===== config.mk =====
export PLATFORM = sky130hd
export DESIGN_NAME = slave_port_sched_flat
export DESIGN_NICKNAME = d
export VERILOG_FILES = /design/src/rtl/slave_port_sched_if.sv /design/src/rtl/slave_port_sched.sv /design/src/flat_wrapper.sv
export SDC_FILE = /design/constraint.sdc
export NUM_CORES = 1
export LEC_CHECK = 0
export ABC_AREA = 0
export CAP_MARGIN = 20
export CORE_AREA = 3 3 116 118
export DETAILED_ROUTE_END_ITERATION = 12
export DIE_AREA = 0 0 119 121
export PLACE_DENSITY = 0.59
export SYNTH_ARGS = -nofsm -noshare
export SYNTH_HDL_FRONTEND = slang
export SYNTH_SLANG_ARGS = --single-unit
export TNS_END_PERCENT = 30

===== constraint.sdc =====
create_clock -name clk -period 2.3 [get_ports clk]
set_clock_uncertainty 0.15 [all_clocks]
set_input_delay 0.46 -clock clk [delete_from_list [all_inputs] [get_ports clk]]
set_output_delay 0.46 -clock clk [all_outputs]
set_load 0.01 [all_outputs]

===== src/rtl/slave_port_sched_if.sv =====
// Two-master to one-slave port bundle for slave_port_sched.
// The slave modport is the scheduler's view; master is the surrounding environment.
interface slave_port_sched_if;
  logic        master_0_req;
  logic        master_1_req;
  logic        master_0_cmd;
  logic        master_1_cmd;
  logic [31:0] master_0_addr;
  logic [31:0] master_1_addr;
  logic [31:0] master_0_wdata;
  logic [31:0] master_1_wdata;
  logic        master_0_ack;
  logic        master_1_ack;
  logic [31:0] master_0_rdata;
  logic [31:0] master_1_rdata;
  logic        slave_req;
  logic        slave_cmd;
  logic [31:0] slave_addr;
  logic [31:0] slave_wdata;
  logic        slave_ack;
  logic [31:0] slave_rdata;
  logic        slave_err;

  modport slave (
    input  master_0_req, master_1_req, master_0_cmd, master_1_cmd,
    input  master_0_addr, master_1_addr, master_0_wdata, master_1_wdata,
    output master_0_ack, master_1_ack, master_0_rdata, master_1_rdata,
    output slave_req, slave_cmd, slave_addr, slave_wdata, slave_err,
    input  slave_ack, slave_rdata
  );

  modport master (
    output master_0_req, master_1_req, master_0_cmd, master_1_cmd,
    output master_0_addr, master_1_addr, master_0_wdata, master_1_wdata,
    input  master_0_ack, master_1_ack, master_0_rdata, master_1_rdata,
    input  slave_req, slave_cmd, slave_addr, slave_wdata, slave_err,
    output slave_ack, slave_rdata
  );
endinterface


===== src/rtl/slave_port_sched.sv =====
// Round-robin scheduler sharing one slave port between two masters.
// Optional REQ-phase timeout abort is compiled in with SLAVE_PORT_TIMEOUT_EN.
module slave_port_sched #(
  parameter int unsigned TIMEOUT_CYCLES = 16
) (
  input  logic               clk,
  input  logic               rst,
  slave_port_sched_if.slave  bus
);

  typedef enum logic [1:0] {IDLE, REQ, RDATA} state_t;

  state_t      state;
  state_t      state_nxt;
  logic        gnt;
  logic        gnt_nxt;
  logic        last_gnt;
  logic        last_gnt_nxt;

  logic        gnt_req;
  logic        gnt_cmd;
  logic [31:0] gnt_addr;
  logic [31:0] gnt_wdata;
  logic        gnt_ack;
  logic [31:0] gnt_rdata;
  logic        err;
  logic        to_hit;

`ifdef SLAVE_PORT_TIMEOUT_EN
  localparam int unsigned CNT_W = (TIMEOUT_CYCLES > 1) ? $clog2(TIMEOUT_CYCLES) : 1;
  logic [CNT_W-1:0] to_cnt;

  // Counter is held at zero outside REQ, so it is already clear on REQ entry.
  always_ff @(posedge clk) begin
    if (rst)
      to_cnt <= '0;
    else if (state == REQ)
      to_cnt <= to_cnt + 1'b1;
    else
      to_cnt <= '0;
  end

  assign to_hit = (state == REQ) && (to_cnt == CNT_W'(TIMEOUT_CYCLES - 1));
`else
  assign to_hit = 1'b0;
`endif

  always_comb begin
    if (gnt) begin
      gnt_req   = bus.master_1_req;
      gnt_cmd   = bus.master_1_cmd;
      gnt_addr  = bus.master_1_addr;
      gnt_wdata = bus.master_1_wdata;
    end else begin
      gnt_req   = bus.master_0_req;
      gnt_cmd   = bus.master_0_cmd;
      gnt_addr  = bus.master_0_addr;
      gnt_wdata = bus.master_0_wdata;
    end
  end

  always_ff @(posedge clk) begin
    if (rst) begin
      state    <= IDLE;
      gnt      <= 1'b0;
      last_gnt <= 1'b1;
    end else begin
      state    <= state_nxt;
      gnt      <= gnt_nxt;
      last_gnt <= last_gnt_nxt;
    end
  end

  always_comb begin
    state_nxt    = state;
    gnt_nxt      = gnt;
    last_gnt_nxt = last_gnt;
    gnt_ack      = 1'b0;
    gnt_rdata    = '0;
    err          = 1'b0;
    case (state)
      IDLE: begin
        if (bus.master_0_req || bus.master_1_req) begin
          gnt_nxt      = (bus.master_0_req && bus.master_1_req) ? ~last_gnt : bus.master_1_req;
          last_gnt_nxt = gnt_nxt;
          state_nxt    = REQ;
        end
      end
      REQ: begin
        // A real slave ack outranks both a dropped request and the timeout.
        if (bus.slave_ack) begin
          gnt_ack   = 1'b1;
          state_nxt = gnt_cmd ? IDLE : RDATA;
        end else if (!gnt_req) begin
          state_nxt = IDLE;
        end else if (to_hit) begin
          gnt_ack   = 1'b1;
          err       = 1'b1;
          gnt_rdata = gnt_cmd ? 32'h0 : 32'hDEAD_BEEF;
          state_nxt = IDLE;
        end
      end
      RDATA: begin
        gnt_rdata = bus.slave_rdata;
        state_nxt = IDLE;
      end
      default: state_nxt = IDLE;
    endcase
  end

  // Outputs are forced low while rst is high, so an aborted transfer never acks.
  always_comb begin
    bus.master_0_ack   = 1'b0;
    bus.master_1_ack   = 1'b0;
    bus.master_0_rdata = '0;
    bus.master_1_rdata = '0;
    bus.slave_req      = 1'b0;
    bus.slave_cmd      = 1'b0;
    bus.slave_addr     = '0;
    bus.slave_wdata    = '0;
    bus.slave_err      = 1'b0;
    if (!rst) begin
      if (gnt) begin
        bus.master_1_ack   = gnt_ack;
        bus.master_1_rdata = gnt_rdata;
      end else begin
        bus.master_0_ack   = gnt_ack;
        bus.master_0_rdata = gnt_rdata;
      end
      if (state == REQ) begin
        bus.slave_req   = 1'b1;
        bus.slave_cmd   = gnt_cmd;
        bus.slave_addr  = gnt_addr;
        bus.slave_wdata = gnt_wdata;
      end
      bus.slave_err = err;
    end
  end

endmodule


===== src/flat_wrapper.sv =====
// flat-port wrapper written by rule: the top's interface ports become plain ports
module slave_port_sched_flat 
#(
  parameter int unsigned TIMEOUT_CYCLES = 16
)
  (clk, rst, bus_master_0_req, bus_master_1_req, bus_master_0_cmd, bus_master_1_cmd, bus_master_0_addr, bus_master_1_addr, bus_master_0_wdata, bus_master_1_wdata, bus_master_0_ack, bus_master_1_ack, bus_master_0_rdata, bus_master_1_rdata, bus_slave_req, bus_slave_cmd, bus_slave_addr, bus_slave_wdata, bus_slave_err, bus_slave_ack, bus_slave_rdata);
  slave_port_sched_if bus_i ();
  input  logic clk;
  input  logic rst;
  input wire logic [$bits(bus_i.master_0_req)-1:0] bus_master_0_req;
  input wire logic [$bits(bus_i.master_1_req)-1:0] bus_master_1_req;
  input wire logic [$bits(bus_i.master_0_cmd)-1:0] bus_master_0_cmd;
  input wire logic [$bits(bus_i.master_1_cmd)-1:0] bus_master_1_cmd;
  input wire logic [$bits(bus_i.master_0_addr)-1:0] bus_master_0_addr;
  input wire logic [$bits(bus_i.master_1_addr)-1:0] bus_master_1_addr;
  input wire logic [$bits(bus_i.master_0_wdata)-1:0] bus_master_0_wdata;
  input wire logic [$bits(bus_i.master_1_wdata)-1:0] bus_master_1_wdata;
  output wire logic [$bits(bus_i.master_0_ack)-1:0] bus_master_0_ack;
  output wire logic [$bits(bus_i.master_1_ack)-1:0] bus_master_1_ack;
  output wire logic [$bits(bus_i.master_0_rdata)-1:0] bus_master_0_rdata;
  output wire logic [$bits(bus_i.master_1_rdata)-1:0] bus_master_1_rdata;
  output wire logic [$bits(bus_i.slave_req)-1:0] bus_slave_req;
  output wire logic [$bits(bus_i.slave_cmd)-1:0] bus_slave_cmd;
  output wire logic [$bits(bus_i.slave_addr)-1:0] bus_slave_addr;
  output wire logic [$bits(bus_i.slave_wdata)-1:0] bus_slave_wdata;
  output wire logic [$bits(bus_i.slave_err)-1:0] bus_slave_err;
  input wire logic [$bits(bus_i.slave_ack)-1:0] bus_slave_ack;
  input wire logic [$bits(bus_i.slave_rdata)-1:0] bus_slave_rdata;
  assign bus_i.master_0_req = bus_master_0_req;
  assign bus_i.master_1_req = bus_master_1_req;
  assign bus_i.master_0_cmd = bus_master_0_cmd;
  assign bus_i.master_1_cmd = bus_master_1_cmd;
  assign bus_i.master_0_addr = bus_master_0_addr;
  assign bus_i.master_1_addr = bus_master_1_addr;
  assign bus_i.master_0_wdata = bus_master_0_wdata;
  assign bus_i.master_1_wdata = bus_master_1_wdata;
  assign bus_master_0_ack = bus_i.master_0_ack;
  assign bus_master_1_ack = bus_i.master_1_ack;
  assign bus_master_0_rdata = bus_i.master_0_rdata;
  assign bus_master_1_rdata = bus_i.master_1_rdata;
  assign bus_slave_req = bus_i.slave_req;
  assign bus_slave_cmd = bus_i.slave_cmd;
  assign bus_slave_addr = bus_i.slave_addr;
  assign bus_slave_wdata = bus_i.slave_wdata;
  assign bus_slave_err = bus_i.slave_err;
  assign bus_i.slave_ack = bus_slave_ack;
  assign bus_i.slave_rdata = bus_slave_rdata;
  slave_port_sched #(.TIMEOUT_CYCLES(TIMEOUT_CYCLES)) u_core (.clk(clk), .rst(rst), .bus(bus_i));
endmodule

Word-level counts from Yosys, hierarchy flattened
Cells that the tools add are included.
{"block": "totals", "regBits": 4, "input_bits": 167, "wordCells": 42}
{"block": "op_classes", "n_eq_ne": 4, "muxes": 29, "bitwise_logic": 1, "n_reduce_logical": 5}
{"op": "$mux W32", "count": 11}
{"op": "$mux W1", "count": 13}
{"op": "$mux W2", "count": 4}
{"op": "$pmux W2 S2", "count": 1}
{"op": "$reduce_and A2 Y1", "count": 2}
{"op": "$ne A3 B3 Y1 const B", "count": 1}
{"op": "$eq A2 B1 Y1 const B", "count": 1}
{"op": "$eq A2 B2 Y1 const B", "count": 1}
{"op": "$logic_not A2 Y1", "count": 1}
{"op": "$ne A2 B1 Y1 const B", "count": 1}
{"op": "$logic_and A1 B1 Y1", "count": 1}
{"op": "$logic_or A1 B1 Y1", "count": 1}
{"op": "$not A1 Y1", "count": 1}

Depth between registers and ports, before layout
Gate-level depths: netlist (run 1).
{"block": "logic_depth", "word_depth": 4, "mapped_depth": 5}

Worst setup path before layout (run 1)
OpenSTA, ideal clock, no wires.
{"block": "synth_path", "kind": "input to output", "startpoint": "in rst", "endpoint": "out bus_slave_addr[22]", "arrival_ns": 1.400, "t_required_ns": 1.690, "setup_slack_ns": 0.290, "stages": 5, "n_path_buf": 3, "cell_sequence": "or3b_1 -> clkbuf_1 -> buf_6 -> buf_2 -> nor2_1"}
{"block": "synth_via", "elab_chain_cells": 1}
{"element": "from (decl)", "line_no": "flat_wrapper.sv:9", "text": "input logic rst;"}
{"element": "$mux W32", "line_no": "slave_port_sched.sv:122", "text": "if (!rst) begin"}
{"element": "to (decl)", "line_no": "flat_wrapper.sv:24", "text": "output wire logic [$bits(bus_i.slave_addr)-1:0] bus_slave_addr;"}
Every way passes these cells.

Worst setup path after layout (run 1)
{"block": "layout_path", "startpoint": "in rst", "endpoint": "out bus_slave_addr[23]"}
Same word-level chain as after synthesis.

==> results of run 1 <==
-- through the flow --
step	setup slack [ns]	power [mW]	TNS (ns)	instance area, um2	hold slack (ns)
global route	-0.0231	1.13	-0.0288	4880	0.365
detailed placement	-0.656	0.787	-75.05	4920	0.354
finish	0.0180	1.07	0	4880	0.344
CTS	-0.0779	1.08	-0.242	4870	0.345
floorplan	0.290	0.320	0	1630	0.309
global placement	-0.638	0.780	-74.04	4920	0.319
-- cell families after synthesis --
family / share of synthesized area (%)
buf+inv: 7.04
compound gates: 2.14
flops: 4.90
mux: 39.8
other cells: 0.229
simple gates: 45.9
-- power groups by stage --
stage / registers, mW / clock network, mW / logic [mW]
2_1_floorplan: 0.0802 / 0 / 0.240
3_3_place_gp: 0.0828 / 0 / 0.697
3_5_place_dp: 0.0830 / 0 / 0.704
4_1_cts: 0.0820 / 0.283 / 0.710
5_1_grt: 0.0832 / 0.290 / 0.759
6_report: 0.0824 / 0.280 / 0.708
-- layout make-up --
type / instances / area (um2)
Multi-Input combinational cell: 212 / 1470
Clock buffer: 4 / 78.8
Inverter: 2 / 7.51
Sequential cell: 4 / 85.1
Timing Repair Buffer: 330 / 3020
Tap cell: 172 / 215
Fill cell: 1314 / 7690
-- worst max-delay path by stage --
stage / startpoint / end / cells past startpoint
floorplan: rst / bus_slave_addr[22] / 5
global placement: rst / bus_slave_addr[3] / 5
detailed placement: rst / bus_slave_addr[1] / 5
CTS: rst / bus_master_0_rdata[20] / 8
global route: u_core.state[0]$_SDFFE_PP0P_ / bus_slave_addr[23] / 7
finish: rst / bus_slave_addr[23] / 8
-- flip-flops by register name, indices dropped and copies added, names as in the netlist --
name	count
u_core.state	2
u_core.gnt	1
u_core.last_gnt	1
-- critical path, cell delays in order --
cell    delay (ns)
buf_6         0.10
or3b_4        0.40
buf_12        0.17
buf_12        0.13
buf_16        0.13
buf_6         0.11
nor2_4        0.07
buf_6         0.10
-- placed cells by master (no fill, tap or decap) --
| master | n |
|---|---|
| or2_2 | 1 |
| and3b_1 | 1 |
| nor2_2 | 3 |
| clkbuf_2 | 4 |
| dfxtp_2 | 1 |
| a2111oi_0 | 1 |
| buf_12 | 6 |
| nor3b_1 | 1 |
| nor4b_1 | 2 |
| clkdlybuf4s15_1 | 21 |
| clkbuf_1 | 1 |
| buf_4 | 14 |
| and2_1 | 64 |
| a32o_1 | 1 |
| and4bb_2 | 1 |
| dfxtp_4 | 1 |
| o21bai_1 | 1 |
| or3b_4 | 1 |
| and3_1 | 2 |
| clkbuf_16 | 4 |
| or3b_2 | 1 |
| clkdlybuf4s50_1 | 165 |
| dlygate4sd2_1 | 30 |
| buf_2 | 76 |
| a211o_1 | 1 |
| nor2_4 | 1 |
| nor4b_4 | 1 |
| inv_1 | 2 |
| nand2_1 | 1 |
| nor2_1 | 62 |
| bufbuf_16 | 1 |
| dfxtp_1 | 2 |
| buf_16 | 5 |
| conb_1 | 1 |
| mux2i_1 | 65 |
| buf_6 | 7 |
-- per-layer routing --
layer | up-vias | GRT usage [%] | wire length (um)
li1 | 1419 | - | -
met1 | 1276 | 15.7 | 4080
met2 | 163 | 27.2 | 5820
met3 | 8 | 4.43 | 1000
met4 | 2 | 1.38 | 59
met5 | - | 0 | 13
-- repair_timing --
item / 4_1_cts / 5_1_grt
buffers inserted: 10 / 3
pin swaps: 6 / 2
setup endpoints to repair: 132 / 87
cloned: 6 / 0
gates resized for setup: 390 / 26
==> flow_metrics.py, run 1 <==
metrics = {
    "logic_synthesis": {
        "yosys-top-cells-area": "mux2i_1 (40%), and2_1 (25%), nor2_1 (15%)",
        "synth_cell_types": 25,
        "synth-seq-cells": 4,
        "synth.most_common_cell": "nor2_1",
        "syn_avg_cell_area_um2": 6.78,
        "synth_nets": 408,
        "yosysTopAreaCell": "mux2i_1",
        "synth.top_cell.area_share_pct": 39.8,
        "syn_area_um2": 1630,
        "synth_cells": 241,
        "synth-seq-area-share_pct": 4.90,
        "synth_flop_cell": "dfxtp_1",
        "ys_warn_count": 0,
        "synthArstFlopShare_pct": 0,
        "synth-edff-count": 0,
        "synth_commonest_cells": "nor2_1 (66), mux2i_1 (65), and2_1 (64), clkbuf_1 (10), buf_2 (8)",
    },
    "clocking": {
        "cts.sinks": 4,
        "ctsHtreeMaxLevel": 1,
        "cts_tree": "done",
        "cts_buffer_depth": 2,
        "path_clk_slew_ns": 0.03,
        "clock_latency_ns": 0.22,
        "cts_hold_buf": 0,
        "cts_buffers": 3,
        "root_buffer": "clkbuf_16",
    },
    "global_route": {
        "grt_max_degree": 44,
        "grt_use_total_pct": 14.1,
        "grt_pass1_wl_um": 16600,
        "overflow": 0,
        "antenna_found_initial": 1,
        "grt_pass1_vias": 3066,
    },
    "power": {
        "switching_share_pct": 28.6,
        "irDropWorstVdd_uv": 248,
        "switchingPower_mw": 0.306,
        "p_int_mw": 0.763,
        "pwr-share-clk_pct": 26.2,
        "p_seq_share_pct": 7.7,
        "cellPowerDensity_nw_per_um2": 219,
        "power.leakage_nw": 2.31,
        "p_comb_share_pct": 66.1,
    },
    "final_layout": {
        "antenna_cells": 0,
        "layout-drive-gt1-share_pct": 23.2,
        "area_growth_pct": 198,
        "finalNonFillerCells": 724,
        "postLayoutCoreUtil_pct": 38.8,
        "layout.nets": 720,
    },
    "worst_setup_path": {
        "rr_endpoint": "u_core.last_gnt$_SDFFE_PP1P_",
        "rr_worst_depth": 4,
        "end_kind": "output pin",
        "cp.arrival_ns": 1.67,
        "cp.required_ns": 1.69,
        "start_kind": "input port",
        "r2r_start": "u_core.state[0]$_SDFFE_PP0P_",
        "critPathMaxFanout": 7,
        "r2r_slack_ns": 0.74,
        "critPathKind": "in2out",
    },
    "sta": {
        "hold_viol": 0,
        "rsz0062_at_grt": "yes",
        "drv_slew": 0,
        "min_period_over_period_pct": 99.2,
        "max_freq_mhz": 438,
        "period_minus_slack_ns": 2.28,
        "setup_viol": 0,
    },
    "place": {
        "dp_hpwl_um": 8680,
        "gp_congestion": 0.789,
        "numPortBuffers": 298,
        "dp.cells": 702,
    },
    "min_path": {
        "whs_path_depth": 1,
        "hold_end": "u_core.last_gnt$_SDFFE_PP1P_",
        "hold_start": "u_core.last_gnt$_SDFFE_PP1P_",
        "hold_class": "reg2reg",
    },
    "route": {
        "ant_nets": 0,
        "drcViolationCount": 0,
        "firstDrtPassIters": 4,
        "wl_per_cell_um": 15.2,
        "vias_per_cell": 3.96,
        "drtIter0Drc": 45,
        "drt_wl_total_um": 11000,
        "via_count": 2868,
    },
    "floorplan": {
        "io_pins": 300,
        "fp.dieH_um": 121,
        "core-area_um2": 12600,
        "die_area_um2": 14400,
        "die_x_um": 119,
        "initial_utilization_pct": 13.0,
        "rows": 41,
    },
    "status": {
        "status": "completed",
    },
    "job": {
        "cap_violations": 0,
    },
}
Note: power is estimated with default switching activity, not from simulation.
==> run 2, diff against run 1 <==
--- a/config.mk
+++ b/config.mk
@@ -6,7 +6,6 @@
 export NUM_CORES = 1
 export LEC_CHECK = 0
 export ABC_AREA = 0
-export CAP_MARGIN = 20
 export CORE_AREA = 3 3 116 118
 export DETAILED_ROUTE_END_ITERATION = 12
 export DIE_AREA = 0 0 119 121
==> results of run 2 <==
No change in the layout: final DEF, timing and power equal those of run 1.
